`config.mk`:
```
export PLATFORM = sky130hd
export DESIGN_NAME = mc_req_dispatch
export DESIGN_NICKNAME = d
export VERILOG_FILES = /design/src/rtl/mc_dispatch_pkg.sv /design/src/rtl/mc_dispatch_fifo.sv /design/src/rtl/mc_req_dispatch.sv
export SDC_FILE = /design/constraint.sdc
export NUM_CORES = 1
export LEC_CHECK = 0
export CAP_MARGIN = 0
export CORE_MARGIN = 5
export CORE_UTILIZATION = 35
export DETAILED_ROUTE_END_ITERATION = 10
export HOLD_SLACK_MARGIN = 0.08
export PLACE_DENSITY_LB_ADDON = 0.25
export SLEW_MARGIN = 15
export SYNTH_ARGS = -nofsm -noshare
export SYNTH_HDL_FRONTEND = slang
export SYNTH_SLANG_ARGS = --single-unit
export TNS_END_PERCENT = 50
```
`constraint.sdc`:
```
create_clock -name clk -period 12.74 [get_ports clk]
set_input_delay 2.548 -clock clk [delete_from_list [all_inputs] [get_ports clk]]
set_output_delay 2.548 -clock clk [all_outputs]
set_load 0.02 [all_outputs]
```
`src/rtl/mc_dispatch_pkg.sv`:
```
// Shared types and default configuration for the request dispatcher.
// split_addr and req_entry_t describe the default geometry; the parametrised top slices generically.
package mc_dispatch_pkg;

    localparam int unsigned DEF_NUM_BANKS   = 4;
    localparam int unsigned DEF_ROW_W       = 14;
    localparam int unsigned DEF_COL_W       = 7;
    localparam int unsigned DEF_DATA_W      = 32;
    localparam int unsigned DEF_TAG_W       = 4;
    localparam int unsigned DEF_FIFO_DEPTH  = 8;
    localparam int unsigned DEF_BUSY_MARGIN = 2;
    localparam int unsigned DEF_BANK_W      = $clog2(DEF_NUM_BANKS);
    localparam int unsigned DEF_ADDR_W      = DEF_ROW_W + DEF_BANK_W + DEF_COL_W;

    typedef enum logic {
        IDLE  = 1'b0,
        ISSUE = 1'b1
    } state_e;

    typedef struct packed {
        logic                  rdwr;
        logic [DEF_ADDR_W-1:0] addr;
        logic [DEF_DATA_W-1:0] wr_data;
    } req_entry_t;

    typedef struct packed {
        logic [DEF_ROW_W-1:0]  row;
        logic [DEF_BANK_W-1:0] bank;
        logic [DEF_COL_W-1:0]  col;
    } addr_fields_t;

    // Address layout is {row, bank, col}, so the split is a reinterpretation.
    function automatic addr_fields_t split_addr(input logic [DEF_ADDR_W-1:0] addr);
        return addr_fields_t'(addr);
    endfunction

endpackage

```
`src/rtl/mc_dispatch_fifo.sv`:
```
// Synchronous FIFO with occupancy count; push while full and pop while empty are ignored.
module mc_dispatch_fifo #(
    parameter int unsigned WIDTH = 8,
    parameter int unsigned DEPTH = 8
) (
    input  logic                     clk_i,
    input  logic                     rst_i,
    input  logic                     push_i,
    input  logic                     pop_i,
    input  logic [WIDTH-1:0]         din_i,
    output logic [WIDTH-1:0]         dout_o,
    output logic                     full_o,
    output logic                     empty_o,
    output logic [$clog2(DEPTH):0]   count_o
);

    localparam int unsigned PTR_W = $clog2(DEPTH);

    logic [WIDTH-1:0] mem_q [DEPTH];
    logic [PTR_W-1:0] wr_ptr_q, rd_ptr_q;
    logic [PTR_W:0]   count_q;
    logic             do_push, do_pop;

    assign full_o  = (count_q == (PTR_W+1)'(DEPTH));
    assign empty_o = (count_q == '0);
    assign count_o = count_q;
    assign dout_o  = mem_q[rd_ptr_q];
    assign do_push = push_i && !full_o;
    assign do_pop  = pop_i && !empty_o;

    always_ff @(posedge clk_i or posedge rst_i) begin
        if (rst_i) begin
            wr_ptr_q <= '0;
            rd_ptr_q <= '0;
            count_q  <= '0;
        end else begin
            if (do_push) wr_ptr_q <= wr_ptr_q + 1'b1;
            if (do_pop)  rd_ptr_q <= rd_ptr_q + 1'b1;
            count_q <= count_q + (PTR_W+1)'(do_push) - (PTR_W+1)'(do_pop);
        end
    end

    always_ff @(posedge clk_i) begin
        if (do_push) mem_q[wr_ptr_q] <= din_i;
    end

endmodule

```
`src/rtl/mc_req_dispatch.sv`:
```
// System request FIFO plus in-order dispatcher to per-bank controllers with rolling tags.
// Optional MC_DEC_STALL_CNT_EN adds a saturating count of cycles the selected bank held off.
module mc_req_dispatch
    import mc_dispatch_pkg::*;
#(
    parameter int unsigned NUM_BANKS   = DEF_NUM_BANKS,
    parameter int unsigned ROW_W       = DEF_ROW_W,
    parameter int unsigned COL_W       = DEF_COL_W,
    parameter int unsigned DATA_W      = DEF_DATA_W,
    parameter int unsigned TAG_W       = DEF_TAG_W,
    parameter int unsigned FIFO_DEPTH  = DEF_FIFO_DEPTH,
    parameter int unsigned BUSY_MARGIN = DEF_BUSY_MARGIN
) (
    input  logic                                        clk,
    input  logic                                        reset,
    input  logic                                        sys__mc__dram_req,
    input  logic                                        sys__mc__dram_rdwr,
    input  logic [ROW_W+$clog2(NUM_BANKS)+COL_W-1:0]    sys__mc__dram_addr,
    input  logic [DATA_W-1:0]                           sys__mc__dram_wr_data,
    output logic                                        mc__sys__dram_busy,
    output logic                                        mc__sys__dram_ovfl,
    output logic [NUM_BANKS-1:0]                        dec__bnc__valid,
    output logic [ROW_W-1:0]                            dec__bnc__page_addr,
    output logic [COL_W-1:0]                            dec__bnc__col_addr,
    output logic                                        dec__bnc__rdwr,
    output logic [DATA_W-1:0]                           dec__bnc__wr_data,
    output logic [TAG_W-1:0]                            dec__bnc__tag,
`ifdef MC_DEC_STALL_CNT_EN
    output logic [15:0]                                 dec__stat__stall_cnt,
`endif
    input  logic [NUM_BANKS-1:0]                        bnc__dec__ready
);

    localparam int unsigned BANK_W  = $clog2(NUM_BANKS);
    localparam int unsigned ADDR_W  = ROW_W + BANK_W + COL_W;
    localparam int unsigned ENTRY_W = 1 + ADDR_W + DATA_W;
    localparam int unsigned CNT_W   = $clog2(FIFO_DEPTH) + 1;

    logic               push, pop, full, empty, hs;
    logic [CNT_W-1:0]   count, count_d;
    logic [ENTRY_W-1:0] head;
    logic               head_rdwr;
    logic [ADDR_W-1:0]  head_addr;
    logic [DATA_W-1:0]  head_data;

    state_e             state_q;
    logic [NUM_BANKS-1:0] valid_q;
    logic [ROW_W-1:0]   page_q;
    logic [COL_W-1:0]   col_q;
    logic               rdwr_q;
    logic [DATA_W-1:0]  data_q;
    logic [TAG_W-1:0]   tag_q, tag_cnt_q, tag_cnt_d;
    logic               busy_q, ovfl_q;

    mc_dispatch_fifo #(
        .WIDTH (ENTRY_W),
        .DEPTH (FIFO_DEPTH)
    ) u_fifo (
        .clk_i   (clk),
        .rst_i   (reset),
        .push_i  (push),
        .pop_i   (pop),
        .din_i   ({sys__mc__dram_rdwr, sys__mc__dram_addr, sys__mc__dram_wr_data}),
        .dout_o  (head),
        .full_o  (full),
        .empty_o (empty),
        .count_o (count)
    );

    assign {head_rdwr, head_addr, head_data} = head;

    // valid_q only ever has the selected bank's bit set, so the masked OR is the handshake.
    assign hs        = |(valid_q & bnc__dec__ready);
    assign push      = sys__mc__dram_req && !full;
    assign pop       = !empty && ((state_q == IDLE) || hs);
    assign tag_cnt_d = tag_cnt_q + TAG_W'(hs);
    assign count_d   = count + CNT_W'(push) - CNT_W'(pop);

    always_ff @(posedge clk or posedge reset) begin
        if (reset) begin
            state_q   <= IDLE;
            valid_q   <= '0;
            page_q    <= '0;
            col_q     <= '0;
            rdwr_q    <= 1'b0;
            data_q    <= '0;
            tag_q     <= '0;
            tag_cnt_q <= '0;
            busy_q    <= 1'b0;
            ovfl_q    <= 1'b0;
        end else begin
            tag_cnt_q <= tag_cnt_d;
            busy_q    <= (count_d >= CNT_W'(FIFO_DEPTH - BUSY_MARGIN));
            if (sys__mc__dram_req && full) ovfl_q <= 1'b1;
            if (pop) begin
                state_q <= ISSUE;
                valid_q <= NUM_BANKS'(1) << head_addr[BANK_W+COL_W-1:COL_W];
                page_q  <= head_addr[ADDR_W-1:BANK_W+COL_W];
                col_q   <= head_addr[COL_W-1:0];
                rdwr_q  <= head_rdwr;
                data_q  <= head_data;
                tag_q   <= tag_cnt_d;
            end else if (hs) begin
                state_q <= IDLE;
                valid_q <= '0;
            end
        end
    end

`ifdef MC_DEC_STALL_CNT_EN
    logic [15:0] stall_cnt_q;

    always_ff @(posedge clk or posedge reset) begin
        if (reset) begin
            stall_cnt_q <= '0;
        end else if ((state_q == ISSUE) && !hs && (stall_cnt_q != '1)) begin
            stall_cnt_q <= stall_cnt_q + 16'd1;
        end
    end

    assign dec__stat__stall_cnt = stall_cnt_q;
`endif

    assign mc__sys__dram_busy  = busy_q;
    assign mc__sys__dram_ovfl  = ovfl_q;
    assign dec__bnc__valid     = valid_q;
    assign dec__bnc__page_addr = page_q;
    assign dec__bnc__col_addr  = col_q;
    assign dec__bnc__rdwr      = rdwr_q;
    assign dec__bnc__wr_data   = data_q;
    assign dec__bnc__tag       = tag_q;

endmodule

```
==> results of run 1 <==
## final cells by class
cell class                 count  area (sq um)  area share [%]
clock buffer                  74          1468           6.160
multi-input combinational    352          4310           18.09
antenna                        2         5.005         0.02101
timing repair buffer         142          1381           5.798
tap                          756         945.9           3.970
sequential                   527         15440           64.81
clock inverter                29         221.5          0.9296
inverter                      13         51.30          0.2153
## cells in the final DEF, fill, tap and decap left out, types with 3 or more instances in the layout
cell             Yosys  final
a21o_1               3      3
a22oi_1              3      3
a32o_1               5      4
buf_4                1     16
clkbuf_1            10     17
clkbuf_16            0     55
clkdlybuf4s50_1      0    126
clkinv_1             0     11
clkinv_2             0      9
dfrtp_1             79     76
dfrtp_4              0      3
edfxtp_1           448    448
ha_1                11     11
inv_1               12     11
mux2i_1             56     56
mux4_1              37     37
mux4_2              75     75
nand2_1             76     76
nor2_4               0      3
nor3_2               0      4
o21ai_1             54     54
xnor2_1              5      5
xor2_1               4      4
## state kept, by name, indices dropped and copies added (netlist names), 4 cells and up
register	flops
dec__bnc__col_addr	7
u_fifo.count_o	4
u_fifo.mem_q	448
dec__bnc__wr_data	32
dec__bnc__page_addr	14
dec__bnc__tag	4
tag_cnt_q	4
dec__bnc__valid	4
## per-stage QoR
step	cell area [sq um]	util, %	total power [mW]	setup slack [ps]
2_1_floorplan	20060	-	2.439	4158
5_1_grt	23820	42.08	4.235	7436
4_1_cts	23820	42.08	4.128	7629
6_report	23820	42.09	4.061	7699
3_3_place_gp	22130	39.10	2.595	7018
3_5_place_dp	22130	39.10	2.610	7008
## final timing paths
| kind | slack, ps | startpoint | endpoint |
|---|---|---|---|
| worst min-delay path | 470 | tag_cnt_q[3] | tag_cnt_q[3] |
| worst max-delay path | 7700 | sys__mc__dram_req | u_fifo.mem_q[2][29] |
| worst max register to register | 9490 | u_fifo.count_o[2] | u_fifo.mem_q[2][29] |
| min in group asynchronous | 2250 | reset | dec__bnc__wr_data[3] |
| worst min register to register | 470 | tag_cnt_q[3] | tag_cnt_q[3] |
| max in group asynchronous | 9190 | reset | u_fifo.rd_ptr_q[0] |
## where the power goes
group,switching [mW],internal [mW]
registers,0.0491,2.12
logic,0.253,0.140
clock network,0.649,0.853
total,0.951,3.11
## cells by family after synthesis
logic type / after synthesis / share of synthesized area, %
flip-flops: 527 / 76.91
multiplexers: 170 / 16.17
buffers and inverters: 59 / 1.902
AND/OR/NAND/NOR: 92 / 1.821
adder cells (fa/ha/maj): 13 / 0.8856
XOR/XNOR: 9 / 0.3929
AO/OA/AOI/OAI: 68 / 1.915
## layer usage
layer | vias to the layer above | wire length (um) | share of wire [%]
li1 | 4127 | - | -
met1 | 4750 | 17930 | 44
met2 | 167 | 19970 | 49
met3 | 54 | 2108 | 5.2
met4 | 8 | 643 | 1.6
met5 | - | 47 | 0.12
==> impl_metrics.json, run 1 <==
{
  "status": "finished, final reports clean",
  "max_slew_margin_pct": 32.33,
  "power_density_nw_per_um2": 170.4,
  "syn_inst": 938,
  "fillers": 4997,
  "clock-root-buffer": "clkbuf_16",
  "syn_area_per_cell_sq_um": 21.39,
  "core_region_area_sq_um": 56600,
  "die_w_um": 249.4,
  "use_met3_pct": 3.509,
  "dpl.cell_count": 1790,
  "path_max_fanout": 46,
  "first_pass_iters": 4,
  "ir_drop_v": 0.00009474,
  "cts_max_level": 2,
  "crit_chain": "clkdlybuf4s50_1 -> nand2_1 -> inv_1 -> nand2_1 -> nor3_2 -> buf_4",
  "reg2reg_depth": 8,
  "setup_violations": 0,
  "synth_edf_count": 448,
  "hold_viol_final": 0,
  "worstMarginPinSlew_ps": 1015,
  "synthMostInstantiatedCell": "edfxtp_1",
  "synth.yosys.seq_area_share_pct": 76.91,
  "antenna_found_initial": 6,
  "portBuffers": 126,
  "synth_top_area_cell": "edfxtp_1",
  "grt_pass1_vias": 9851,
  "vias": 9106,
  "insertion_delay_ps": 600,
  "cts_made_buffers": 55,
  "layout-drive-gt1-share_pct": 16.09,
  "layout.nets": 1167,
  "dp_hpwl_um": 22580,
  "crit_arrival_ps": 5260,
  "finalCriticalPeriod_ps": 5041,
  "fin_skew_ps": 35.65,
  "cts_buffer_depth": 3,
  "worstHoldPathCells": 1,
  "critical_path_class": "in -> reg",
  "use_met1_pct": 17.44,
  "syn_to_final_growth_pct": 18.75,
  "hold_buffers": 0,
  "dieArea_sq_um": 62210,
  "drtIter0Drc": 560,
  "slowest_delay_ps": 790,
  "critPathCaptureType": "flip-flop",
  "crit_cells": 6,
  "clock_sinks": 527,
  "grt-busiest-layer": "met2",
  "via_per_inst": 4.805,
  "synth_cell_types": 31,
  "drc": 0,
  "grt_max_degree": 74,
  "final_cells": 1895,
  "critical_path.most_common_cell": "nand2_1",
  "ctsResizeCount": 0,
  "routedWlPerCell_um": 21.48,
  "grt_usage_pct": 13.05,
  "p_leak_nw": 8.037,
  "die_h_um": 249.4,
  "ys_ff_latch": 527,
  "synthTopCellsByArea": "edfxtp_1, dfrtp_1, mux4_2",
  "critPathLaunchType": "input pin",
  "cpMaxStageDelayCell": "nor3_2",
  "fin_crit_sh_pct": 39.57,
  "synthFlopType": "edfxtp_1",
  "start_util_pct": 35.44,
  "gp_congestion": 0.7013,
  "syn_area_sq_um": 20060,
  "grt_overflow": 0,
  "max-cap-violations": 0,
  "hold_class": "reg -> reg",
  "grt_pass1_wl_um": 62750,
  "synth-async-reset-ratio_pct": 14.99,
  "syn_nets": 1014,
  "synth_top_cell_area_share_pct": 67.06,
  "crit_required_ps": 12960,
  "ant_nets": 0,
  "yosysWarnings": 0,
  "row_count": 87,
  "synth_common_cells": "edfxtp_1, dfrtp_1, nand2_1",
  "holdWs_ps": 465.3,
  "grt_util_met2_pct": 21.68,
  "wirelength_um": 40700,
  "io_pins": 127,
  "cp_num_buf_inv": 3,
  "finalMaxSlewViolations": 0,
  "path_delay_family": "buffers and inverters",
  "fin_tns_setup_ps": 0,
  "cts_tree": "built",
  "rsz0062_at_grt": "no",
  "post_cts_buffers": 0,
  "fmax_mhz": 198.4,
  "clk_pin_slew_ps": 60
}
Power figures use the tool's default switching activity.
==> inputs of run 2 (changes only) <==
clock period = 5.2 ns   (was 12.74 ns; I/O delays follow)
==> run 2 against run 1 <==
Effect of this change:
- non-clock buffer count grew 6
- sequential share of layout area shrank 0.49 points
- first-iteration DRC count shrank 14%
- via count grew 0.67%
==> impl_metrics.json, run 2 (synthesis gave the netlist of run 1 again) <==
{
  "status": "finished, final reports clean",
  "max-cap-violations": 0,
  "clock_sinks": 527,
  "layout.nets": 1173,
  "die_w_um": 249.4,
  "cts_buffer_depth": 3,
  "dp_hpwl_um": 22560,
  "largest_reg_flops": 448,
  "ir_drop_v": 0.0002624,
  "rsz0062_at_grt": "no",
  "fin_skew_ps": 22.32,
  "p_comb_share_pct": 9.9,
  "power_density_nw_per_um2": 419.9,
  "ant_nets": 0,
  "grt_pass1_vias": 9810,
  "critPathLaunchType": "input pin",
  "drtIter0Drc": 479,
  "final_area_sq_um": 24000,
  "p_leak_nw": 8.130,
  "core_region_area_sq_um": 56600,
  "setup_violations": 0,
  "clockPowerShare_pct": 37.5,
  "clk_pin_slew_ps": 60,
  "holdWs_ps": 466.3,
  "syn_to_final_growth_pct": 19.65,
  "first_pass_iters": 5,
  "grt_usage_pct": 13.18,
  "grt_max_degree": 70,
  "via_per_inst": 4.825,
  "crit_arrival_ps": 3360,
  "fmax_mhz": 322.9,
  "max_slew_margin_pct": 29.68,
  "hold_viol_final": 0,
  "insertion_delay_ps": 600,
  "hold_class": "reg -> reg",
  "antenna_found_initial": 3,
  "p_sw_share_pct": 23.39,
  "cts_max_level": 2,
  "dieArea_sq_um": 62210,
  "crit_required_ps": 5460,
  "p_int_mw": 7.722,
  "grt_pass1_wl_um": 62810,
  "io_pins": 127,
  "vias": 9167,
  "routedWlPerCell_um": 21.74,
  "diodes": 0,
  "gp_congestion": 0.6841,
  "layout-drive-gt1-share_pct": 17.22,
  "cts_made_buffers": 55,
  "critPathCaptureType": "flip-flop",
  "drc": 0,
  "placed_area_sq_um": 22240,
  "final_cell_mix": "edfxtp_1, clkdlybuf4s50_1, nand2_1, dfrtp_1, mux4_2",
  "top_register": "u_fifo.mem_q",
  "finalCriticalPeriod_ps": 3097,
  "finalMaxSlewViolations": 0,
  "wirelength_um": 41310,
  "critical_path_class": "in -> reg",
  "hold_buffers": 0,
  "clock-root-buffer": "clkbuf_16",
  "final_common_cell": "edfxtp_1",
  "portBuffers": 126,
  "post_cts_buffers": 0,
  "grt_overflow": 0,
  "worstMarginPinSlew_ps": 1055,
  "die_h_um": 249.4,
  "power_frac_seq_pct": 52.6,
  "row_count": 87,
  "start_util_pct": 35.44,
  "ctsResizeCount": 0,
  "path_max_fanout": 39,
  "cts_tree": "built",
  "fin_crit_sh_pct": 59.56,
  "p_switching_mw": 2.358
}
-- run 2: cell types whose count changed in the layout (fill, tap and decap cells not counted), moves of 3 or more --
cell      previous run  this run
buf_12               0         4
clkbuf_1            17        13
clkbuf_8             2         5
clkinv_1            11         8
clkinv_2             9        13
-- run 2: area by class of cell --
cell class,instances,area (sq um)
clock buffer,73,1494
clock inverter,31,270.3
fill,4979,32600
inverter,13,51.30
multi-input combinational,352,4325
sequential,527,15440
tap,756,945.9
timing repair buffer,148,1476
-- run 2: worst paths after layout --
path,endpoint,from,cells after the start,slack (ps)
worst min-delay path,tag_cnt_q[3],tag_cnt_q[3],1,470
worst min register to register,tag_cnt_q[3],tag_cnt_q[3],1,470
worst max register to register,u_fifo.mem_q[3][10],u_fifo.count_o[2],8,2370
worst max-delay path,u_fifo.mem_q[3][10],sys__mc__dram_req,6,2100
min in group asynchronous,dec__bnc__wr_data[5],reset,2,900
max in group asynchronous,dec__bnc__page_addr[4],reset,3,3480
-- run 2: critical path, cell delays in order --
cell and delay (ps):
clkdlybuf4s50_1 480, nand2_1 220, inv_1 290, nand2_1 270, nor2_4 630, buf_12 370
-- run 2: power by group through the flow --
stage	Clock (mW)	Combinational [mW]	Sequential, mW
final	3.78	0.997	5.30
after global placement	0	1.02	5.37
after global routing	4.09	1.10	5.34
after CTS	3.90	1.04	5.31
after detailed placement	0	1.04	5.40
after floorplan	0	0.563	5.41
-- run 2: metrics by stage --
step                      TNS (ps)  std cells  setup WS, ps  power (mW)  util [%]
final                            0       1900          2103       10.08     42.41
after floorplan             -65180        938        -388.0       5.969         -
after global routing             0       1900          1951       10.53     42.41
after global placement           0       1796          1462       6.393     39.29
after CTS                        0       1900          2048       10.25     42.41
after detailed placement         0       1796          1409       6.433     39.29
-- run 2: per-layer routing --
layer  global-route usage [%]  vias up  wire [um]
met3                    3.144       56       1881
li1                         -     4140          -
met4                    2.744        6        601
met1                    18.25     4794      18730
met5                        0        -         34
met2                    21.57      171      20060
